## src/rtl/dtmf_tone_sequencer_pkg.sv

```systemverilog
// Shared definitions for the DTMF tone sequencer: FSM encoding, widths and
// the row/column half-period divisor tables (round(1e6 / (2*f)) at 1 MHz).
package dtmf_tone_sequencer_pkg;

   localparam int DIV_W = 10;
   localparam int TMR_W = 20;

   typedef enum logic [1:0] {
      ST_IDLE = 2'd0,
      ST_TONE = 2'd1,
      ST_GAP  = 2'd2
   } state_e;

   // Index 0..3 = 697, 770, 852, 941 Hz
   localparam logic [DIV_W-1:0] ROW_DIV [4] = '{10'd717, 10'd649, 10'd587, 10'd531};
   // Index 0..3 = 1209, 1336, 1477, 1633 Hz
   localparam logic [DIV_W-1:0] COL_DIV [4] = '{10'd414, 10'd374, 10'd339, 10'd306};

endpackage

```

## src/rtl/dtmf_tone_sequencer_tone_divider.sv

```systemverilog
// Square-wave generator: toggles its output every div enabled cycles and
// holds counter and output at 0 while disabled.
module tone_divider
   import dtmf_tone_sequencer_pkg::*;
(
   input  logic             clk_1m_in,
   input  logic             reset_in,
   input  logic             en,
   input  logic [DIV_W-1:0] div,
   output logic             tone_out
);

   logic [DIV_W-1:0] cnt_q;

   always_ff @(posedge clk_1m_in) begin
      if (reset_in || !en) begin
         cnt_q    <= '0;
         tone_out <= 1'b0;
      end else if (cnt_q == div - 10'd1) begin
         cnt_q    <= '0;
         tone_out <= ~tone_out;
      end else begin
         cnt_q    <= cnt_q + 10'd1;
      end
   end

endmodule

```

## src/rtl/dtmf_tone_sequencer.sv

```systemverilog
// DTMF dialler: accepts one key at a time, plays a TONE_CYC-long dual-tone
// burst followed by a GAP_CYC-long silence, then pulses done_pulse.
module dtmf_tone_sequencer
   import dtmf_tone_sequencer_pkg::*;
#(
   parameter int TONE_CYC = 100000,
   parameter int GAP_CYC  = 50000
) (
   input  logic       clk_1m_in,
   input  logic       reset_in,
   input  logic [3:0] key_code,
   input  logic       key_valid,
   output logic       key_ready,
   input  logic       abort,
   output logic       busy,
   output logic       tone_active,
   output logic       row_tone_out,
   output logic       col_tone_out,
   output logic [1:0] tone_sum_out,
   output logic       done_pulse,
   output logic [1:0] dbg_state_o
);

   // Handshake: a key transfers on any rising edge where key_valid && key_ready;
   // key_ready is purely combinational and key_valid is never queued.

   localparam logic [TMR_W-1:0] TONE_LOAD = TMR_W'(TONE_CYC - 1);
   localparam logic [TMR_W-1:0] GAP_LOAD  = TMR_W'(GAP_CYC - 1);

   state_e           state_q, state_d;
   logic [TMR_W-1:0] timer_q, timer_d;
   logic [DIV_W-1:0] row_div_q, row_div_d;
   logic [DIV_W-1:0] col_div_q, col_div_d;
   logic             busy_q, busy_d;
   logic             tone_active_q, tone_active_d;
   logic             done_q, done_d;
   logic             accept;
   logic             tone_en;

   always_ff @(posedge clk_1m_in) begin
      if (reset_in) begin
         state_q       <= ST_IDLE;
         timer_q       <= '0;
         row_div_q     <= '0;
         col_div_q     <= '0;
         busy_q        <= 1'b0;
         tone_active_q <= 1'b0;
         done_q        <= 1'b0;
      end else begin
         state_q       <= state_d;
         timer_q       <= timer_d;
         row_div_q     <= row_div_d;
         col_div_q     <= col_div_d;
         busy_q        <= busy_d;
         tone_active_q <= tone_active_d;
         done_q        <= done_d;
      end
   end

   always_comb begin
      state_d   = state_q;
      timer_d   = timer_q;
      row_div_d = row_div_q;
      col_div_d = col_div_q;
      done_d    = 1'b0;
      unique case (state_q)
         ST_IDLE: begin
            if (accept) begin
               state_d   = ST_TONE;
               timer_d   = TONE_LOAD;
               row_div_d = ROW_DIV[key_code[3:2]];
               col_div_d = COL_DIV[key_code[1:0]];
            end
         end
         ST_TONE: begin
            if (abort) begin
               state_d = ST_IDLE;
            end else if (timer_q == '0) begin
               state_d = ST_GAP;
               timer_d = GAP_LOAD;
            end else begin
               timer_d = timer_q - 1'b1;
            end
         end
         ST_GAP: begin
            if (abort) begin
               state_d = ST_IDLE;
            end else if (timer_q == '0) begin
               state_d = ST_IDLE;
               done_d  = 1'b1;
            end else begin
               timer_d = timer_q - 1'b1;
            end
         end
         default: state_d = ST_IDLE;
      endcase
   end

   always_comb begin
      key_ready     = (state_q == ST_IDLE) && !abort;
      accept        = key_valid && key_ready;
      busy_d        = (state_d != ST_IDLE);
      tone_active_d = (state_d == ST_TONE);
      // Dividers run only while staying in TONE, so they clear on the exit edge.
      tone_en       = (state_q == ST_TONE) && (state_d == ST_TONE);
   end

   tone_divider u_row_div (
      .clk_1m_in (clk_1m_in),
      .reset_in  (reset_in),
      .en        (tone_en),
      .div       (row_div_q),
      .tone_out  (row_tone_out)
   );

   tone_divider u_col_div (
      .clk_1m_in (clk_1m_in),
      .reset_in  (reset_in),
      .en        (tone_en),
      .div       (col_div_q),
      .tone_out  (col_tone_out)
   );

   assign busy         = busy_q;
   assign tone_active  = tone_active_q;
   assign done_pulse   = done_q;
   assign tone_sum_out = {1'b0, row_tone_out} + {1'b0, col_tone_out};
   assign dbg_state_o  = state_q;

endmodule

```

## config.mk

```make
export PLATFORM = sky130hd
export DESIGN_NAME = dtmf_tone_sequencer
export DESIGN_NICKNAME = d
export VERILOG_FILES = /design/src/rtl/dtmf_tone_sequencer_pkg.sv /design/src/rtl/dtmf_tone_sequencer_tone_divider.sv /design/src/rtl/dtmf_tone_sequencer.sv
export SDC_FILE = /design/constraint.sdc
export NUM_CORES = 1
export LEC_CHECK = 0
export BUFFER_PORTS_ARGS = -buffer_cell sky130_fd_sc_hd__buf_2
export CAP_MARGIN = 40
export CELL_PAD_IN_SITES_DETAIL_PLACEMENT = 0
export CELL_PAD_IN_SITES_GLOBAL_PLACEMENT = 1
export CORE_MARGIN = 4
export CORE_UTILIZATION = 42
export DETAILED_ROUTE_END_ITERATION = 7
export PLACE_DENSITY_LB_ADDON = 0.1
export SLEW_MARGIN = 20
export SYNTH_ARGS = -nofsm -noshare
export SYNTH_HDL_FRONTEND = slang
export SYNTH_SLANG_ARGS = --single-unit
```

## constraint.sdc

```tcl
create_clock -name clk_1m_in -period 3.68 [get_ports clk_1m_in]
set_input_delay 1.104 -clock clk_1m_in [delete_from_list [all_inputs] [get_ports clk_1m_in]]
set_output_delay 1.104 -clock clk_1m_in [all_outputs]
set_load 0.05 [all_outputs]
```

## After elaboration in Yosys (flattened, before gate mapping)

Cells that the tools add are included.

| word-level totals | value |
|---|---|
| flip-flop bits (word level) | 67 |
| word-level logic and storage cells | 67 |

| cells by class | value |
|---|---|
| add/sub/neg operators | 6 |
| $lt $le $gt $ge | 2 |
| equal/unequal tests | 9 |
| multiplexer cells | 19 |
| bitwise operators | 5 |
| reduce and logical (&&, ||, !) cells | 15 |

Operator list:

| cell | number |
|---|---|
| two-way mux 20 bit | 5 |
| case mux 20 bit (3 select lines) | 1 |
| binary-select mux 10 bit (select 2 bit) | 2 |
| two-way mux 10 bit | 4 |
| adder 10 x 1 -> 10 bit (second input constant) | 2 |
| == test 10 bit | 2 |
| logical NOT 20 bit | 1 |
| subtractor 10 x 1 -> 10 bit (second input constant) | 2 |
| subtractor 20 x 1 -> 20 bit (second input constant) | 1 |
| two-way mux 2 bit | 5 |
| != test 2 bit (second input constant) | 4 |
| greater-or-equal comparator 3 bit (second input constant) | 2 |
| inverter 2 -> 3 bit | 2 |
| case mux 2 bit (3 select lines) | 1 |
| AND reduction 5 bit | 1 |
| == test 2 x 1 -> 1 bit (second input constant) | 2 |
| OR reduction 2 bit | 2 |
| logical AND 1 bit | 3 |
| inverter 1 bit | 3 |
| nonzero test 3 bit | 1 |
| OR reduction 3 bit | 1 |
| adder 1 x 1 -> 2 bit | 1 |
| == test 2 bit (second input constant) | 1 |
| logical NOT 1 bit | 2 |
| 5 further kinds | 5 |

## Longest topological paths before layout

Gate-level depths: netlist (run 1).

| depth | value |
|---|---|
| depth after elaboration | 10 |
| mapped depth | 10 |

## By module

Synthesis (run 1) repeated with hierarchy kept, for this count alone.

| unflattened totals | value |
|---|---|
| cells, all modules | 444 |
| area total of the unflattened synthesis | 3,693.5 sq um |

By module, submodules not included:

| module | times used | cells an instance | area an instance (sq um) | sequential area each (sq um) |
|---|---|---|---|---|
| dtmf_tone_sequencer | 1 | 260 | 2,044.5 | 740.7 |
| tone_divider | 2 | 92 | 824.5 | 220.2 |

## Worst setup path after synthesis (run 1)

Ideal clock, no wire load.

| path | value |
|---|---|
| kind | in2out |
| start | in abort |
| end | out key_ready |
| arrival | 1,991 ps |
| data required time | 2,576 ps |
| slack | 585 ps |
| cell stages on the path | 2 |
| cells stage by stage | clkbuf_1 > nor2b_1 |

| between the ends | value |
|---|---|
| longest elaborated chain between the ends | 2 |

RTL lines:

| what | RTL line | RTL |
|---|---|---|
| from (decl) | dtmf_tone_sequencer.sv:14 | `input logic abort,` |
| logical NOT 1 bit | dtmf_tone_sequencer.sv:100 | `key_ready = (state_q == ST_IDLE) && !abort;` |
| logical AND 1 bit | dtmf_tone_sequencer.sv:100 |  |
| to (decl) | dtmf_tone_sequencer.sv:13 | `output logic key_ready,` |

Every way passes these cells.

==> out/metrics.json, run 1 <==
{
  "antennaDiodeCount": 0,
  "finalPower_mw": 1.57,
  "synth_warnings": 0,
  "route.vias.total": 2930,
  "peakVddDrop_mv": 0.177,
  "status": "finished, final reports clean",
  "number_of_flops_mapped_to_enable_cells_by_yosys": 0,
  "path_clk_slew_ns": 0.06,
  "utilization_pct": 47.9,
  "cellLeakagePower_nw": 1.35,
  "instances_no_fill": 542,
  "period_minus_slack_ns": 2.86,
  "detailed_place_hpwl_um": 5480,
  "number_of_antenna_violations_at_the_first_check_in_global_routing": 0,
  "syn-cell-area_um2": 3350,
  "cts-root-buf": "sky130_fd_sc_hd__clkbuf_8",
  "grt_pass1_wl_um": 13000,
  "place_ws_ns": 0.671,
  "clock_tree_from_tritoncts": "yes",
  "cap_violations": 0,
  "floorplan.die_area_um2": 9470,
  "clk-insertion-delay-late_ns": 0.34,
  "maxSlewHeadroom_pct": 43.6,
  "cell_family_with_the_largest_share_of_critical_path_delay": "simple AND/OR/NAND/NOR gates",
  "post-place-cells": 526,
  "report.final.setup_viol": 0,
  "ctsLongestPathBuffers": 2,
  "yosys_register_bits": 59,
  "cp.buffers_inverters": 1,
  "reported_net_switching_power_uw": 470,
  "biggest_cell_delay_along_the_critical_path_ns": 0.63,
  "timing.hold.worst.class": "reg2reg",
  "rsz0062_at_grt": "no",
  "grt_max_degree": 38,
  "antenna_violating_nets_post_route": 0,
  "route.detailed.wl_per_inst_um": 13.9,
  "first_global_vias": 2710,
  "chipHeight_um": 97.3,
  "finClkSkew_ns": 0.00984,
  "cts_setup_buffers": 0,
  "clockPowerShare_pct": 37.4,
  "std_cell_rows": 32,
  "worst-endpoint-required_ns": 3.89,
  "number_of_hold_violations_in_the_final_report": 0,
  "internal-power_mw": 1.10,
  "finalCritPeriodShare_pct": 77.8,
  "max_freq_mhz": 349,
  "syn_avg_cell_area_um2": 7.92,
  "boundaryPins": 18,
  "power_frac_comb_pct": 18.4,
  "critPathSlowestCell": "sky130_fd_sc_hd__dfxtp_1",
  "layout-area-overhead-vs-synth_pct": 10.5,
  "remaining_drc_errors": 0,
  "htree_levels": 3,
  "die_w_um": 97.3,
  "postSynth.topFlopCell": "sky130_fd_sc_hd__dfxtp_1",
  "layout.cells.most_common_list": "59 x sky130_fd_sc_hd__dfxtp_1, 57 x sky130_fd_sc_hd__nor2_1, 26 x sky130_fd_sc_hd__xnor2_1, 25 x sky130_fd_sc_hd__a21oi_1, 24 x sky130_fd_sc_hd__nand2_1",
  "nNetsFinal": 455,
  "setup_slack_ns": 0.818,
  "cp_data_arrival_time_ns": 3.07,
  "core_region_area_um2": 7730,
  "total_area_of_multi_input_combinational_cells_um2": 2000,
  "synth_fp_nets": 443,
  "cts.repair.resized": 0,
  "first_pass_iters": 4,
  "cts_buffers": 9,
  "p_seq_share_pct": 44.1,
  "nFillCells": 782,
  "globalRouteTotalUtil_pct": 16.7,
  "crit_type": "reg2reg",
  "fin_setup_tns_ns": 0,
  "post_route_cells_drive_above_1_share_pct": 12.5,
  "total_area_of_sequential_cells_um2": 1180,
  "power_switching_share_pct": 29.9,
  "crit_fanout": 14,
  "cp-start-kind": "flop",
  "overall_overflow_remaining_after_global_route": 0,
  "place_congestion": 0.886,
  "ordered_cell_list_for_the_critical_path": "inv_1, ha_1, xnor2_1, a2111oi_0, nand3_1, nor4_1, nand2b_1, nor2_2",
  "clkSinkCount": 59,
  "via_density_per_instance": 5.41,
  "power-per-cell-area_nw_per_um2": 425,
  "seq_area_frac_synth_pct": 35.3,
  "initial_core_util_pct": 43.3,
  "mostFrequentLayoutCell": "sky130_fd_sc_hd__dfxtp_1",
  "tightestPinTransition_ns": 0.837,
  "timing.final.max_slew_violations": 0,
  "postSynth.asyncResetShare_pct": 0,
  "placement.io_buffers": 17,
  "netlist_instances": 423,
  "detailedRoute.firstIterationViolations": 83,
  "ctsHoldBuffers": 0,
  "netlist_cell_types": 58,
  "endpoint_kind": "flop",
  "drt-total-wl_um": 7510
}
-- Yosys cell counts, types with 2 or more instances --
master                      number  area (um2)
sky130_fd_sc_hd__a2111oi_0       2        17.5
sky130_fd_sc_hd__a211o_1         2        17.5
sky130_fd_sc_hd__a211oi_1        2        15.0
sky130_fd_sc_hd__a21oi_1        25         125
sky130_fd_sc_hd__a22oi_1         3        22.5
sky130_fd_sc_hd__a31o_2          2        17.5
sky130_fd_sc_hd__a31oi_1         4        25.0
sky130_fd_sc_hd__and3_1          3        18.8
sky130_fd_sc_hd__buf_2           2        10.0
sky130_fd_sc_hd__buf_6           2        22.5
sky130_fd_sc_hd__clkbuf_1       18        67.6
sky130_fd_sc_hd__dfxtp_1        59        1180
sky130_fd_sc_hd__ha_1           12         150
sky130_fd_sc_hd__inv_1          18        67.6
sky130_fd_sc_hd__mux2i_1         2        20.0
sky130_fd_sc_hd__nand2_1        24        90.1
sky130_fd_sc_hd__nand2b_1        5        31.3
sky130_fd_sc_hd__nand3_1        21         105
sky130_fd_sc_hd__nand3b_1        4        30.0
sky130_fd_sc_hd__nand4_1         2        12.5
sky130_fd_sc_hd__nor2_1         57         214
sky130_fd_sc_hd__nor2_2         10        62.6
sky130_fd_sc_hd__nor2b_1         4        25.0
sky130_fd_sc_hd__nor3_1         21         105
sky130_fd_sc_hd__nor4_1         11        68.8
sky130_fd_sc_hd__nor4b_1         2        17.5
sky130_fd_sc_hd__o21ai_0        22         110
sky130_fd_sc_hd__o22ai_1         4        25.0
sky130_fd_sc_hd__o311ai_0        2        17.5
sky130_fd_sc_hd__o31ai_1         2        15.0
sky130_fd_sc_hd__or3_1           9        56.3
sky130_fd_sc_hd__or4_1           3        22.5
sky130_fd_sc_hd__xnor2_1        26         228
sky130_fd_sc_hd__xor2_1         14         123
-- kinds of logic after synthesis --
family          after synthesis  synth area share, %
compound gates               86                 16.4
mux                           3                0.934
buf+inv                      40                 5.01
simple gates                183                 27.5
flops                        59                 35.3
xor+xnor                     40                 10.5
fa+ha+maj                    12                 4.48
-- worst register-to-register path, delay by kind of cell (launching register included) --
kind / cells / cell delay [ns]
simple gates: 4 / 1.11
compound gates: 1 / 0.41
flops: 1 / 0.63
xor+xnor: 1 / 0.12
fa+ha+maj: 1 / 0.32
buf+inv: 1 / 0.17
-- cell type report --
class,count,area share (%)
clock buffers,11,3.82
clock inverters,5,1.42
inverters,18,1.83
multi-input cells,324,54.1
flip-flops and latches,59,31.9
well taps,102,3.45
repair buffers,23,3.52
-- sequential cells by signal (all words and copies together), names as in the netlist --
name	count
u_row_div.tone_out	1
row_div_q	7
done_pulse	1
col_div_q	5
dbg_state_o	2
tone_active	1
busy	1
u_col_div.cnt_q	10
u_row_div.cnt_q	10
timer_q	20
u_col_div.tone_out	1
-- per-stage QoR --
step                      hold slack [ns]  cell area (um2)
after floorplan                     0.444             3350
after global placement              0.462             3510
after detailed placement            0.461             3510
after CTS                           0.472             3700
after global routing                0.506             3700
final                               0.468             3700
-- metal layers --
layer  track usage [%]  wire length (um)
met1              20.3              3470
met2              28.2              3670
met3              3.59               233
met4              7.45               136
met5                 0                 0
-- power by group through the flow --
stage	logic [mW]	registers [mW]	clock network [mW]
global route	0.327	0.699	0.645
global placement	0.291	0.708	0
finish	0.290	0.695	0.589
floorplan	0.227	0.705	0
detailed placement	0.290	0.709	0
CTS	0.291	0.694	0.610
-- final timing paths --
| path | from | endpoint | slack (ns) | depth (start not counted) |
|---|---|---|---|---|
| setup / recovery | row_div_q[0] | u_col_div.cnt_q[7] | 0.82 | 8 |
| hold reg to reg | timer_q[14] | timer_q[14] | 0.47 | 2 |
| setup reg to reg | row_div_q[0] | u_col_div.cnt_q[7] | 0.82 | 8 |
| hold / removal | timer_q[14] | timer_q[14] | 0.47 | 2 |
(Power assumes the default switching activity.)
==> inputs of run 2 (changes only) <==
--- a/config.mk
+++ b/config.mk
@@ -5,6 +5,7 @@
 export SDC_FILE = /design/constraint.sdc
 export NUM_CORES = 1
 export LEC_CHECK = 0
+export ABC_AREA = 1
 export BUFFER_PORTS_ARGS = -buffer_cell sky130_fd_sc_hd__buf_2
 export CAP_MARGIN = 40
 export CELL_PAD_IN_SITES_DETAIL_PLACEMENT = 0
==> constraint.sdc (replaced) <==
create_clock -name clk_1m_in -period 2.9 [get_ports clk_1m_in]
set_input_delay 0.87 -clock clk_1m_in [delete_from_list [all_inputs] [get_ports clk_1m_in]]
set_output_delay 0.87 -clock clk_1m_in [all_outputs]
set_load 0.05 [all_outputs]
==> out/metrics.json, run 2 <==
{
  "postSynth.topFlopCell": "sky130_fd_sc_hd__dfxtp_1",
  "cts-root-buf": "sky130_fd_sc_hd__clkbuf_8",
  "ordered_cell_list_for_the_critical_path": "inv_1, ha_1, inv_2, nor2_2, buf_2",
  "detailedRoute.firstIterationViolations": 90,
  "globalRouteTotalUtil_pct": 17.1,
  "report.final.setup_viol": 0,
  "via_density_per_instance": 4.86,
  "postSynth.asyncResetShare_pct": 0,
  "chipHeight_um": 99.2,
  "tightestPinTransition_ns": 0.421,
  "peakVddDrop_mv": 0.254,
  "post_route_cells_drive_above_1_share_pct": 9.85,
  "initial_core_util_pct": 44.3,
  "biggest_cell_delay_along_the_critical_path_ns": 0.36,
  "number_of_antenna_violations_at_the_first_check_in_global_routing": 0,
  "top_cell_type_s_share_of_synthesized_area_pct": 33.8,
  "clkSinkCount": 59,
  "number_of_hold_violations_in_the_final_report": 0,
  "status": "finished, final reports clean",
  "route.detailed.wl_per_inst_um": 12.3,
  "number_of_flops_mapped_to_enable_cells_by_yosys": 0,
  "path_clk_slew_ns": 0.06,
  "grt_pass1_wl_um": 13700,
  "ctsHoldBuffers": 0,
  "netlist_instances": 522,
  "place_congestion": 0.870,
  "cp_data_arrival_time_ns": 1.49,
  "floorplan.die_area_um2": 9830,
  "largest_reg_flops": 20,
  "finalCritPeriodShare_pct": 81.4,
  "ctsLongestPathBuffers": 2,
  "overall_overflow_remaining_after_global_route": 0,
  "syn_avg_cell_area_um2": 6.69,
  "std_cell_rows": 32,
  "endpoint_kind": "output pin",
  "registers.top_by_ff_count": "timer_q",
  "seq_area_frac_synth_pct": 33.8,
  "cellLeakagePower_nw": 1.71,
  "boundaryPins": 18,
  "antenna_violating_nets_post_route": 0,
  "htree_levels": 3,
  "critPathSlowestCell": "sky130_fd_sc_hd__dfxtp_1",
  "globalRouteMet2Util_pct": 28.7,
  "first_global_vias": 2953,
  "finalPower_mw": 1.99,
  "max_freq_mhz": 424,
  "die_w_um": 99.2,
  "top_area_cells_in_the_synthesized_netlist": "sky130_fd_sc_hd__dfxtp_1 34%, sky130_fd_sc_hd__nand2_1 13%, sky130_fd_sc_hd__nor2_1 9.1%, sky130_fd_sc_hd__inv_1 7.1%, sky130_fd_sc_hd__xor2_1 5.8%",
  "maxSlewHeadroom_pct": 72.0,
  "rsz0062_at_grt": "no",
  "finClkSkew_ns": 0.00837,
  "placement.io_buffers": 17,
  "power-per-cell-area_nw_per_um2": 520,
  "detailed_place_hpwl_um": 6010,
  "syn-cell-area_um2": 3490,
  "layout-area-overhead-vs-synth_pct": 9.68,
  "synthTopCellsByCount": "122 x sky130_fd_sc_hd__nand2_1, 85 x sky130_fd_sc_hd__nor2_1, 66 x sky130_fd_sc_hd__inv_1, 59 x sky130_fd_sc_hd__dfxtp_1, 35 x sky130_fd_sc_hd__nand3_1",
  "drt-total-wl_um": 7980,
  "netlist_cell_types": 32,
  "remaining_drc_errors": 0,
  "cts.repair.resized": 0,
  "cp-start-kind": "flop",
  "synth_most_common_cell": "sky130_fd_sc_hd__nand2_1",
  "grt_max_degree": 21,
  "antennaDiodeCount": 0,
  "nNetsFinal": 564,
  "global_routing_usage_on_met3_pct": 4.07,
  "clk-insertion-delay-late_ns": 0.34,
  "fin_setup_tns_ns": 0,
  "cap_violations": 0,
  "fraction_of_met1_tracks_used_by_global_routing_pct": 21.4,
  "first_pass_iters": 4,
  "cts_buffers": 9,
  "utilization_pct": 48.5,
  "crit_fanout": 5,
  "mostFrequentLayoutCell": "sky130_fd_sc_hd__nand2_1",
  "synth_fp_nets": 542,
  "cts_setup_buffers": 0,
  "period_minus_slack_ns": 2.36,
  "cp.buffers_inverters": 3,
  "route.vias.total": 3156,
  "grt_most_used_layer": "met2",
  "layout.cells.most_common_list": "122 x sky130_fd_sc_hd__nand2_1, 85 x sky130_fd_sc_hd__nor2_1, 66 x sky130_fd_sc_hd__inv_1, 59 x sky130_fd_sc_hd__dfxtp_1, 35 x sky130_fd_sc_hd__nand3_1",
  "crit_type": "reg2out",
  "timing.final.max_slew_violations": 0,
  "synth_warnings": 0,
  "top_regs": "timer_q: 20 flops, u_col_div.cnt_q: 10 flops, u_row_div.cnt_q: 10 flops",
  "clock_tree_from_tritoncts": "yes",
  "instances_no_fill": 650,
  "core_region_area_um2": 7890,
  "yosys_register_bits": 59,
  "worst-endpoint-required_ns": 2.03,
  "post-synth-top-area-cell": "sky130_fd_sc_hd__dfxtp_1",
  "cell_family_with_the_largest_share_of_critical_path_delay": "buffers and inverters",
  "timing.hold.worst.class": "reg2reg",
  "post-place-cells": 635
}
## run 2: report_power, final
part	internal, mW	switching [mW]
clock network	0.325	0.321
logic	0.157	0.308
registers	0.846	0.0348
total	1.33	0.663
## run 2: kinds of logic (layout without fill, tap and decap cells)
| group | after synthesis | count (layout) | share of synthesized area (%) |
|---|---|---|---|
| buffers and inverters | 76 | 102 | 8.64 |
| DFF | 59 | 59 | 33.8 |
| AOI/OAI and AO/OA | 66 | 66 | 10.2 |
| adders and majority gates | 12 | 12 | 4.30 |
| xor gates and xnor gates | 31 | 31 | 7.78 |
| and+or+nand+nor | 278 | 278 | 35.3 |
## run 2: through the flow
step	cell area [um2]	hold slack, ns	setup slack (ns)
floorplan	3490	0.450	0.446
global placement	3670	0.477	0.471
detailed placement	3670	0.471	0.411
CTS	3830	0.484	0.511
global route	3830	0.529	0.289
finish	3830	0.480	0.539
## run 2: worst min-delay path: stages (launching register included)
cell	delay, ns
sky130_fd_sc_hd__dfxtp_1	0.31
sky130_fd_sc_hd__inv_1	0.07
sky130_fd_sc_hd__a21oi_1	0.06
## run 2: final cells by class
| class | count | area, um2 |
|---|---|---|
| fillers | 826 | 4060 |
| multi-input cells | 387 | 2010 |
| flip-flops and latches | 59 | 1180 |
| inverters | 69 | 259 |
| clock buffers | 12 | 145 |
| well taps | 102 | 128 |
| repair buffers | 18 | 92.6 |
| clock inverters | 3 | 15.0 |
## run 2: layer usage
layer | wire length, um | vias to the layer above
met3 | 321 | 13
li1 | - | 1694
met2 | 3700 | 46
met4 | 148 | 0
met5 | 0 | -
met1 | 3820 | 1403
## run 2: worst paths after layout
check / from / endpoint / slack, ns / cells past startpoint
worst max-delay path: dbg_state_o[1] / key_ready / 0.54 / 5
worst min-delay path: row_div_q[1] / row_div_q[1] / 0.48 / 2
worst min register to register: row_div_q[1] / row_div_q[1] / 0.48 / 2
worst max register to register: dbg_state_o[1] / timer_q[18] / 0.55 / 11
==> inputs of run 3 (changes only) <==
==> constraint.sdc (replaced) <==
create_clock -name clk_1m_in -period 2.3 [get_ports clk_1m_in]
set_input_delay 0.69 -clock clk_1m_in [delete_from_list [all_inputs] [get_ports clk_1m_in]]
set_output_delay 0.69 -clock clk_1m_in [all_outputs]
set_load 0.05 [all_outputs]
==> out/metrics.json, run 3 (synthesis gave the netlist of run 2 again) <==
{
  "top_regs": "timer_q: 20 flops, u_col_div.cnt_q: 10 flops, u_row_div.cnt_q: 10 flops",
  "boundaryPins": 18,
  "htree_levels": 3,
  "total_area_of_sequential_cells_um2": 1180,
  "power-per-cell-area_nw_per_um2": 738,
  "std_cell_rows": 32,
  "fin_setup_tns_ns": 0,
  "timing.final.max_slew_violations": 0,
  "layout.cells.most_common_list": "122 x sky130_fd_sc_hd__nand2_1, 85 x sky130_fd_sc_hd__nor2_1, 66 x sky130_fd_sc_hd__inv_1, 59 x sky130_fd_sc_hd__dfxtp_1, 35 x sky130_fd_sc_hd__nand3_1",
  "startpoint": "dbg_state_o[0]",
  "critPathSlowestCell": "sky130_fd_sc_hd__dfxtp_1",
  "first_global_vias": 3118,
  "detailed_place_hpwl_um": 6330,
  "crit_type": "reg2out",
  "route.detailed.wl_per_inst_um": 12.6,
  "detailedRoute.firstIterationViolations": 177,
  "path_clk_slew_ns": 0.07,
  "status": "finished, final reports clean",
  "drt-total-wl_um": 8260,
  "core_region_area_um2": 7890,
  "die_w_um": 99.2,
  "chipHeight_um": 99.2,
  "overall_overflow_remaining_after_global_route": 0,
  "ctsHoldBuffers": 0,
  "crit_fanout": 5,
  "floorplan.die_area_um2": 9830,
  "nFillCells": 812,
  "min_from": "row_div_q[1]",
  "initial_core_util_pct": 44.3,
  "placement.io_buffers": 17,
  "utilization_pct": 50.4,
  "peakVddDrop_mv": 0.360,
  "antennaDiodeCount": 0,
  "timing.rr.start": "dbg_state_o[0]",
  "nNetsFinal": 570,
  "report.final.setup_viol": 0,
  "cts_buffers": 9,
  "globalRouteTotalUtil_pct": 18.1,
  "total_area_of_multi_input_combinational_cells_um2": 2010,
  "number_of_antenna_violations_at_the_first_check_in_global_routing": 0,
  "antenna_violating_nets_post_route": 0,
  "layout-area-overhead-vs-synth_pct": 14.0,
  "finClkSkew_ns": 0.00826,
  "cp_data_arrival_time_ns": 1.48,
  "registers.top_by_ff_count": "timer_q",
  "clkSinkCount": 59,
  "number_of_hold_violations_in_the_final_report": 0,
  "cp.buffers_inverters": 3,
  "cp-start-kind": "flop",
  "remaining_drc_errors": 0,
  "largest_reg_flops": 20,
  "ordered_cell_list_for_the_critical_path": "inv_1, ha_1, inv_2, nor2_4, buf_2",
  "cellLeakagePower_nw": 1.79,
  "finalCritPeriodShare_pct": 94.5,
  "r2r_slack_ns": 0.24,
  "period_minus_slack_ns": 2.17,
  "clock_tree_from_tritoncts": "yes",
  "ctsLongestPathBuffers": 2,
  "cap_violations": 0,
  "route.vias.total": 3188,
  "max_freq_mhz": 460,
  "timing.hold.worst.class": "reg2reg",
  "cts.repair.resized": 0,
  "via_density_per_instance": 4.85,
  "first_pass_iters": 4,
  "cell_family_with_the_largest_share_of_critical_path_delay": "buffers and inverters",
  "maxSlewHeadroom_pct": 72.0,
  "tightestPinTransition_ns": 0.416,
  "post_route_cells_drive_above_1_share_pct": 11.4,
  "cts-root-buf": "sky130_fd_sc_hd__clkbuf_8",
  "grt_max_degree": 19,
  "place_congestion": 0.871,
  "biggest_cell_delay_along_the_critical_path_ns": 0.36,
  "endpoint_kind": "output pin",
  "clk-insertion-delay-late_ns": 0.34,
  "rsz0062_at_grt": "no",
  "worst-endpoint-required_ns": 1.61,
  "grt_pass1_wl_um": 14500,
  "mostFrequentLayoutCell": "sky130_fd_sc_hd__nand2_1",
  "finalPower_mw": 2.94
}
==> run 3: changes by cell type in the layout (fill, tap and decap cells not counted) <==
cell / change
sky130_fd_sc_hd__bufinv_16: +3
sky130_fd_sc_hd__clkinv_2: -2
sky130_fd_sc_hd__buf_4: +6
sky130_fd_sc_hd__nor2_2: -1
sky130_fd_sc_hd__clkbuf_1: -2
sky130_fd_sc_hd__nor2_4: +1
sky130_fd_sc_hd__clkbuf_8: +2
==> run 3: power breakdown <==
group / internal, mW / total (mW) / switching [mW] / leakage, nW
clock network: 0.807 / 1.22 / 0.415 / 0.133
registers: 1.07 / 1.11 / 0.0457 / 0.480
logic: 0.208 / 0.602 / 0.394 / 1.17
==> run 3: routing by layer <==
metal  up-vias  part of all wire [%]  track usage, %
li1       1707                     -               -
met4         0                   1.5            5.88
met2        54                    49            31.4
met3        11                   2.7            3.58
met5         -                     0               0
met1      1416                    47            22.4
==> run 3: worst paths after layout <==
kind | end | cells after the start
max | key_ready | 5
min | row_div_q[1] | 2
max reg2reg | u_row_div.cnt_q[5] | 11
min reg2reg | row_div_q[1] | 2
==> run 3: area by class of cell <==
| type | instances | share of cell area [%] |
|---|---|---|
| tap | 102 | 3.21 |
| clock buffer | 12 | 4.15 |
| inverter | 69 | 6.51 |
| clock inverter | 4 | 2.39 |
| sequential | 59 | 29.7 |
| timing repair buffer | 24 | 3.46 |
| multi-input combinational | 387 | 50.6 |
==> run 3: worst register-to-register path, delay by kind of cell, from the launching register on <==
| kind | cells | cell delay (ns) |
|---|---|---|
| adders and majority gates | 1 | 0.24 |
| buffers and inverters | 3 | 0.37 |
| DFF | 1 | 0.41 |
| and+or+nand+nor | 7 | 0.97 |
==> run 3: through the flow <==
step	setup WS, ns	hold WS [ns]	instance area, um2	cells
2_1_floorplan	0.0415	0.450	3500	522
3_3_place_gp	0.121	0.478	3700	639
3_5_place_dp	0.0979	0.474	3700	639
4_1_cts	0.0824	0.486	3960	655
5_1_grt	0.0229	0.523	3980	657
6_report	0.126	0.481	3980	657
==> run 3: repair_timing <==
action | CTS | global route
setup endpoints to repair | 0 | 7
buffers inserted | 0 | 2
hold endpoints to repair | 0 | 0
